[src/rtl/cpu_pkg.sv]
// ---------------------------------------------------------------------------
// cpu_pkg
// Shared types and constants for the 8-bit accumulator CPU and the bench of
// its external ALU.
//   ADDR_W / DATA_W : default memory-address and data widths
//   op_e            : 3-bit instruction opcode (IR[7:5])
//   state_e         : cpu_control sequencer states
// ST_STEP is used only when CPU_SINGLE_STEP_EN is defined.
// ---------------------------------------------------------------------------
package cpu_pkg;

  localparam int ADDR_W = 5;
  localparam int DATA_W = 8;
  localparam int OPC_W  = 3;

  typedef enum logic [OPC_W-1:0] {
    OP_HLT = 3'b000,
    OP_SKZ = 3'b001,
    OP_ADD = 3'b010,
    OP_AND = 3'b011,
    OP_XOR = 3'b100,
    OP_LDA = 3'b101,
    OP_STO = 3'b110,
    OP_JMP = 3'b111
  } op_e;

  typedef enum logic [2:0] {
    ST_IDLE   = 3'd0,
    ST_FETCH  = 3'd1,
    ST_DECODE = 3'd2,
    ST_OPER   = 3'd3,
    ST_EXEC   = 3'd4,
    ST_STORE  = 3'd5,
    ST_HALT   = 3'd6,
    ST_STEP   = 3'd7
  } state_e;

endpackage

[src/rtl/cpu_decode.sv]
// ---------------------------------------------------------------------------
// cpu_decode
// Combinational instruction class decoder for cpu_control.
//   op            : opcode field IR[7:5]
//   needs_operand : ADD/AND/XOR/LDA read M[addr] into the MDR
//   is_store      : STO writes the accumulator to M[addr]
//   writes_acc    : instruction updates the accumulator in EXEC
//   is_jump       : JMP loads pc from the address field
//   is_skip       : SKZ conditionally skips the next instruction
//   is_halt       : HLT stops the sequencer
// ---------------------------------------------------------------------------
module cpu_decode (
  input  logic [2:0] op,
  output logic       needs_operand,
  output logic       is_store,
  output logic       writes_acc,
  output logic       is_jump,
  output logic       is_skip,
  output logic       is_halt
);
  import cpu_pkg::*;

  op_e op_q;
  assign op_q = op_e'(op);

  // NOTE: every output gets a default before the case so no path leaves a
  // signal unassigned, which would otherwise infer a latch.
  always_comb begin
    needs_operand = 1'b0;
    is_store      = 1'b0;
    writes_acc    = 1'b0;
    is_jump       = 1'b0;
    is_skip       = 1'b0;
    is_halt       = 1'b0;
    unique case (op_q)
      OP_HLT:                         is_halt = 1'b1;
      OP_SKZ:                         is_skip = 1'b1;
      OP_ADD, OP_AND, OP_XOR, OP_LDA: begin
        needs_operand = 1'b1;
        writes_acc    = 1'b1;
      end
      OP_STO:                         is_store = 1'b1;
      OP_JMP:                         is_jump  = 1'b1;
      default: ;
    endcase
  end

endmodule

[src/rtl/cpu_control.sv]
// ---------------------------------------------------------------------------
// cpu_control
// Fetch/decode/execute sequencer of the 8-bit accumulator CPU. Holds pc, IR,
// accumulator and MDR, drives the external ALU and a req/ack memory port.
// Instruction format: {opcode[7:5], addr[4:0]}.
//
// Ports
//   clk, rst_n        : rising-edge clock, asynchronous active-low reset
//   start             : pulse, leaves IDLE or HALT
//   step              : (CPU_SINGLE_STEP_EN only) pulse, leaves STEP
//   mem_req/mem_we    : access request / write enable, held until accepted
//   mem_addr/mem_wdata: access address / write data (accumulator)
//   mem_rdata/mem_ack : read data / accept; access completes on req && ack
//   alu_rs1/alu_rs2   : accumulator / MDR
//   alu_opcode        : IR[7:5]
//   alu_rd/alu_is_zero: ALU result / accumulator-is-zero flag
//   halted, pc        : HALT indicator, program counter
//
// Configuration macro: CPU_SINGLE_STEP_EN adds the step port and the STEP
// state, entered after every instruction that does not halt.
// ---------------------------------------------------------------------------
module cpu_control #(
  parameter int ADDR_W = cpu_pkg::ADDR_W,
  parameter int DATA_W = cpu_pkg::DATA_W
) (
  input  logic              clk,
  input  logic              rst_n,
  input  logic              start,
`ifdef CPU_SINGLE_STEP_EN
  input  logic              step,
`endif
  output logic              mem_req,
  output logic              mem_we,
  output logic [ADDR_W-1:0] mem_addr,
  output logic [DATA_W-1:0] mem_wdata,
  input  logic [DATA_W-1:0] mem_rdata,
  input  logic              mem_ack,
  output logic [DATA_W-1:0] alu_rs1,
  output logic [DATA_W-1:0] alu_rs2,
  output logic [2:0]        alu_opcode,
  input  logic [DATA_W-1:0] alu_rd,
  input  logic              alu_is_zero,
  output logic              halted,
  output logic [ADDR_W-1:0] pc
);
  import cpu_pkg::*;

  // State entered once an instruction has retired.
`ifdef CPU_SINGLE_STEP_EN
  localparam state_e NEXT_INSN = ST_STEP;
`else
  localparam state_e NEXT_INSN = ST_FETCH;
`endif

  state_e            state;
  logic [DATA_W-1:0] ir;
  logic [DATA_W-1:0] acc;
  logic [DATA_W-1:0] mdr;
  logic              accept;

  logic needs_operand, is_store, writes_acc, is_jump, is_skip, is_halt;

  cpu_decode u_decode (
    .op            (ir[DATA_W-1 -: 3]),
    .needs_operand (needs_operand),
    .is_store      (is_store),
    .writes_acc    (writes_acc),
    .is_jump       (is_jump),
    .is_skip       (is_skip),
    .is_halt       (is_halt)
  );

  assign accept = mem_req && mem_ack;

  // NOTE: sequential state uses non-blocking assignments only, so every
  // register samples the pre-edge values regardless of statement order.
  always_ff @(posedge clk or negedge rst_n) begin
    if (!rst_n) begin
      state <= ST_IDLE;
      pc    <= '0;
      ir    <= '0;
      acc   <= '0;
      mdr   <= '0;
    end else begin
      unique case (state)
        ST_IDLE: if (start) state <= ST_FETCH;

        ST_FETCH: if (accept) begin
          ir    <= mem_rdata;
          pc    <= pc + 1'b1;  // wraps mod 2^ADDR_W
          state <= ST_DECODE;
        end

        ST_DECODE: begin
          if (is_halt) begin
            state <= ST_HALT;
          end else if (is_jump) begin
            pc    <= ir[ADDR_W-1:0];
            state <= NEXT_INSN;
          end else if (is_skip) begin
            // pc already points past SKZ; one more increment skips the next.
            if (alu_is_zero) pc <= pc + 1'b1;
            state <= NEXT_INSN;
          end else if (needs_operand) begin
            state <= ST_OPER;
          end else if (is_store) begin
            state <= ST_STORE;
          end else begin
            state <= NEXT_INSN;
          end
        end

        ST_OPER: if (accept) begin
          mdr   <= mem_rdata;
          state <= ST_EXEC;
        end

        ST_EXEC: begin
          if (writes_acc) acc <= alu_rd;
          state <= NEXT_INSN;
        end

        ST_STORE: if (accept) state <= NEXT_INSN;

        ST_HALT: if (start) state <= ST_FETCH;

`ifdef CPU_SINGLE_STEP_EN
        ST_STEP: if (step) state <= ST_FETCH;
`endif

        default: state <= ST_IDLE;
      endcase
    end
  end

  // Memory port is a pure decode of registered state, IR, pc and acc: no
  // input reaches it combinationally, so a pending request cannot change
  // while the memory stalls.
  always_comb begin
    mem_req   = 1'b0;
    mem_we    = 1'b0;
    mem_addr  = '0;
    mem_wdata = '0;
    unique case (state)
      ST_FETCH: begin
        mem_req  = 1'b1;
        mem_addr = pc;
      end
      ST_OPER: begin
        mem_req  = 1'b1;
        mem_addr = ir[ADDR_W-1:0];
      end
      ST_STORE: begin
        mem_req   = 1'b1;
        mem_we    = 1'b1;
        mem_addr  = ir[ADDR_W-1:0];
        mem_wdata = acc;
      end
      default: ;
    endcase
  end

  assign alu_rs1    = acc;
  assign alu_rs2    = mdr;
  assign alu_opcode = ir[DATA_W-1 -: 3];
  assign halted     = (state == ST_HALT);

endmodule
[config.mk]
export PLATFORM = sky130hd
export DESIGN_NAME = cpu_control
export DESIGN_NICKNAME = d
export VERILOG_FILES = /design/src/rtl/cpu_pkg.sv /design/src/rtl/cpu_decode.sv /design/src/rtl/cpu_control.sv
export SDC_FILE = /design/constraint.sdc
export NUM_CORES = 1
export LEC_CHECK = 0
export ABC_AREA = 1
export ABC_CLOCK_PERIOD_IN_PS = 1700
export BUFFER_PORTS_ARGS = -buffer_cell sky130_fd_sc_hd__buf_2
export CORE_ASPECT_RATIO = 0.75
export CORE_MARGIN = 1.5
export CORE_UTILIZATION = 49
export DETAILED_ROUTE_END_ITERATION = 7
export PLACE_DENSITY_LB_ADDON = 0.3
export SLEW_MARGIN = 40
export SYNTH_ARGS = -nofsm -noshare
export SYNTH_HDL_FRONTEND = slang
export SYNTH_SLANG_ARGS = --single-unit
[constraint.sdc]
create_clock -name clk -period 1.7 [get_ports clk]
set_input_delay 0.085 -clock clk [delete_from_list [all_inputs] [get_ports clk]]
set_output_delay 0.085 -clock clk [all_outputs]
set_load 0.02 [all_outputs]
## Yosys cells after proc, flatten, opt, wreduce, memory -nomap -nowiden

Cells that the tools add are included.
W data, S select, Z words.

| cells by class | value |
|---|---|
| add/subtract/negate cells | 1 |
| equal/unequal tests | 20 |
| mux-type cells | 25 |
| reduce and logical (&&, ||, !) cells | 13 |

Operators by type and width:

| kind | number |
|---|---|
| $mux W3 | 9 |
| $mux W5 | 5 |
| $eq A3 B3 Y1 const B | 7 |
| $pmux W5 S2 | 2 |
| $pmux W3 S6 | 1 |
| $eq A3 B2 Y1 const B | 4 |
| $mux W8 | 1 |
| $ne A2 B2 Y1 const B | 4 |
| $mux W1 | 7 |
| $eq A3 B1 Y1 const B | 2 |
| $logic_not A3 Y1 | 2 |
| $ne A3 B3 Y1 const B | 2 |
| $reduce_and A2 Y1 | 3 |
| $add A5 B1 Y5 const B | 1 |
| $reduce_and A5 Y1 | 1 |
| $reduce_and A4 Y1 | 1 |
| $reduce_or A2 Y1 | 2 |
| $reduce_or A4 Y1 | 1 |
| $reduce_or A3 Y1 | 1 |
| $ne A2 B1 Y1 const B | 1 |
| $reduce_bool A2 Y1 | 1 |
| $logic_and A1 B1 Y1 | 1 |

| word-level totals | value |
|---|---|
| register bits | 32 |
| input bits | 21 |
| output and inout bits | 40 |
| logic and storage cells | 64 |

## Depth between registers and ports, before layout

| logic depth | value |
|---|---|
| depth after elaboration | 8 |
| mapped depth | 9 |
| gate-level depth less buffers | 9 |

## By module

A second synthesis with hierarchy kept.

| second synthesis, totals | value |
|---|---|
| cells, all modules | 232 |
| area, all modules | 1846.8 µm² |

Modules (own cells, without submodules):

| module | times used | cells each | area an instance (µm²) |
|---|---|---|---|
| cpu_control | 1 | 219 | 1794.2 |
| cpu_decode | 1 | 13 | 52.6 |

## Worst setup path before layout

OpenSTA, ideal clock, no wires.

| path | value |
|---|---|
| path kind | reg-to-output |
| from | reg state[1] |
| to | out mem_addr[0] |
| data arrival time | 1.461 ns |
| setup slack | 0.154 ns |
| stages on the path, launching flop included | 6 |
| buffers on the path | 0 |
| path through | dfrtp_1 > nor2_1 > inv_1 > nor2_2 > nor2_2 > o21ai_0 |

| between the ends | value |
|---|---|
| cells in the longest elaborated chain, start to end | 3 |
| elaborated cells between the ends (all ways) | 5 |
| classes of those cells | eq/ne (3); mux (1); reduce/logical (1) |

RTL lines:

| item | line | RTL |
|---|---|---|
| start: declaration | cpu_control.sv:55 | `state_e state;` |
| start signal: assignment | cpu_control.sv:79 | `state <= ST_IDLE;` |
| start signal: assignment | cpu_control.sv:86 | `ST_IDLE: if (start) state <= ST_FETCH;` |
| start signal: assignment | cpu_control.sv:91 | `state <= ST_DECODE;` |
| $eq A3 B3 Y1 / $eq A3 B2 Y1 (equally long branches) | cpu_control.sv:144 | `unique case (state)` |
| $reduce_or A2 Y1 (no line) | - |  |
| $pmux W5 S2 (*) | cpu_control.sv:144 |  |
| end: declaration | cpu_control.sv:34 | `output logic [ADDR_W-1:0] mem_addr,` |

Mark *: on every way between the ends. The rest lies on a longest branch, timed or not.

## Final worst setup path

| path | value |
|---|---|
| from | reg state[1] |
| to | out mem_addr[3] |

The elaborated chain is that of the path after synthesis.

==> results.txt <==
worst slew pin tran - 698 ps
# IOs - 61
HP Class - in -> reg
clk slew on worst S/H paths - 70 ps
die footprint - 3800 µm²
Max Cap Viol - 0
Max Root-Sink Buffers - 2
Final setup viols - 0
chip width - 70.7 µm
die height - 53.8 µm
PwrDens - 1990 nW/µm²
worst slack at placement - 169 ps
htree depth - 2
placed cells - 321
dpl hpwl - 2.96 mm
Area Growth Syn to Fin - 28.6%
Final nets - 314
CTS tree - built
clock latency on the worst-skew pair - 280 ps
average wire per cell in the routed design - 12.3 µm
DRC viols - 0
Final ANT Viol Nets - 0
max_slew headroom - 53.5%
Pre-antenna DRT Iters - 4
final worst slack - 61.2 ps
final wirelength - 4.09 mm
share of layout cells above drive strength 1 - 31.4%
post-synthesis cell count - 228
Max Freq - 610 MHz
vias in the first global route - 1,430
#FFs+latches synth - 32
Post-synth EDFFs - 0
Total Routing Usage GR - 23.2%
vias post-DR - 1,628
status - completed
TritonCTS buffer count - 5
total grt overflow - 0
max-slew violations - 0
Mean Syn Cell Area - 7.39 µm²
Worst Path Required - 1620 ps
Mapped Nets - 250
fin cells - 333
top post-synthesis cells by area - dfrtp_1, nand2_1, inv_1
post-synthesis cell type count - 25
type of origin of the critical path - register
CP arrival - 1550 ps
Max VDD drop - 0.000854 V
final setup skew - 4.73 ps
most area-hungry cell type in the Yosys netlist - dfrtp_1
Worst Path Max Fanout - 5
initial antenna violation count - 0
most frequent cell after synthesis - nand2_1
first-pass GRT wire length - 6.61 mm
Tmin final - 1640 ps
asr flop ratio synth - 100%
top-area cell type share of the netlist area - 47.5%
Total Power - 4310 µW
core box area - 3290 µm²
Setup Crit Path Kind - reg -> out
vias per cell - 4.89
IO Port Bufs - 60
Placer Congestion - 0.900
Synthesis Warnings - 0
largest net degree at the start of global routing - 33
most frequent cells after synthesis - nand2_1, dfrtp_1, inv_1
clk sinks - 32
initial core utilization - 51.2%
n_diodes - 0
Seq/Total Area, Yosys - 47.5%
row cnt - 18
LEAKAGE - 0.00125 µW
commonest register cell after synthesis - dfrtp_1
Synth Cell Area - 1680 µm²
final worst-path cycle share - 96.4%
CTS root buffer - clkbuf_8
Worst setup EP type - output port
1st-iter DRT viols - 102
Fin. Hold Viols - 0
==> repair_timing <==
action                                 in CTS  in global routing
hold buffers                                1                  0
endpoints found under the hold margin      32                  0
gates resized for setup                     5                  7
pin swaps                                   0                  1
setup endpoints to repair                   5                 13
buffers inserted                            0                  3
==> registers in the layout, indices dropped and copies added (netlist names) <==
| signal | cells |
|---|---|
| pc | 5 |
| alu_rs1 | 8 |
| ir | 8 |
| alu_rs2 | 8 |
| state | 3 |
==> power breakdown <==
part	total, µW	leakage (µW)	switching [µW]	internal (µW)
logic	2170	0.000800	1450	723
clock network	716	0.0000552	281	435
registers	1420	0.000390	298	1120
total	4310	0.00125	2030	2280
==> worst max-delay path, cell delays in order, from the launching register on <==
cell,delay [ps]
dfrtp_2,450
nor2_2,160
inv_2,80
nor2_4,170
inv_1,100
o22ai_2,160
buf_4,170
==> worst paths after layout <==
path | startpoint | endpoint | slack (ps) | cells after the start
min | mem_rdata[2] | ir[2] | 30 | 3
min reg2reg | alu_rs2[3] | alu_rs2[3] | 480 | 2
max reg2reg | state[2] | alu_rs1[4] | 240 | 5
max | state[1] | mem_addr[3] | 60 | 6
max in group asynchronous | rst_n | state[1] | 820 | 2
min in group asynchronous | rst_n | state[0] | 390 | 2
==> metrics by stage <==
| step | hold slack [ps] | setup TNS, ps | cell area (µm²) | utilization [%] |
|---|---|---|---|---|
| 2_1_floorplan | -211 | 0 | 1680 | - |
| 3_3_place_gp | 178 | 0 | 1990 | 60.5 |
| 3_5_place_dp | 177 | 0 | 1990 | 60.5 |
| 4_1_cts | 29.1 | 0 | 2120 | 64.5 |
| 5_1_grt | 39.7 | -39.8 | 2170 | 65.9 |
| 6_report | 35.0 | 0 | 2170 | 65.9 |
==> logic make-up after synthesis <==
kind of cell / synth area share [%]
flip-flops: 47.5
AO/OA/AOI/OAI: 8.92
adder cells (fa/ha/maj): 0.743
XOR/XNOR: 0.520
buffers and inverters: 10.2
AND/OR/NAND/NOR: 32.1
==> cell usage in the layout (no fill, tap or decap) <==
master and instances:
a21oi_1 10, buf_2 58, buf_4 6, bufinv_16 1, clkbuf_1 1, clkbuf_8 5, clkinv_2 1, dfrtp_1 30
dfrtp_2 2, dlygate4sd3_1 1, ha_1 1, inv_1 26, inv_2 6, nand2_1 77, nand2_2 2, nand2_4 1
nand3_1 12, nand3_2 1, nand3b_1 1, nand4_1 2, nor2_1 21, nor2_2 3, nor2_4 3, nor3_1 1
nor3_4 1, o21ai_0 14, o21ai_1 2, o21bai_1 1, o22ai_2 2, xor2_1 1
==> layer usage <==
layer / share of wire [%] / up-vias / GRT usage (%)
met1: 49 / 723 / 34.3
met2: 43 / 68 / 33.6
met3: 7.7 / 4 / 6.37
met4: 0.61 / 0 / 6.60
met5: 0 / - / 0
li1: - / 833 / -
==> layout make-up <==
type	instances	area, µm²
Inverter	32	120
Timing Repair Buffer	65	345
Sequential cell	32	803
Clock buffer	6	72.6
Clock inverter	2	35.0
Multi-Input combinational cell	156	739
Fill cell	290	1120
Tap cell	40	50.0
Power figures use the tool's default switching activity.
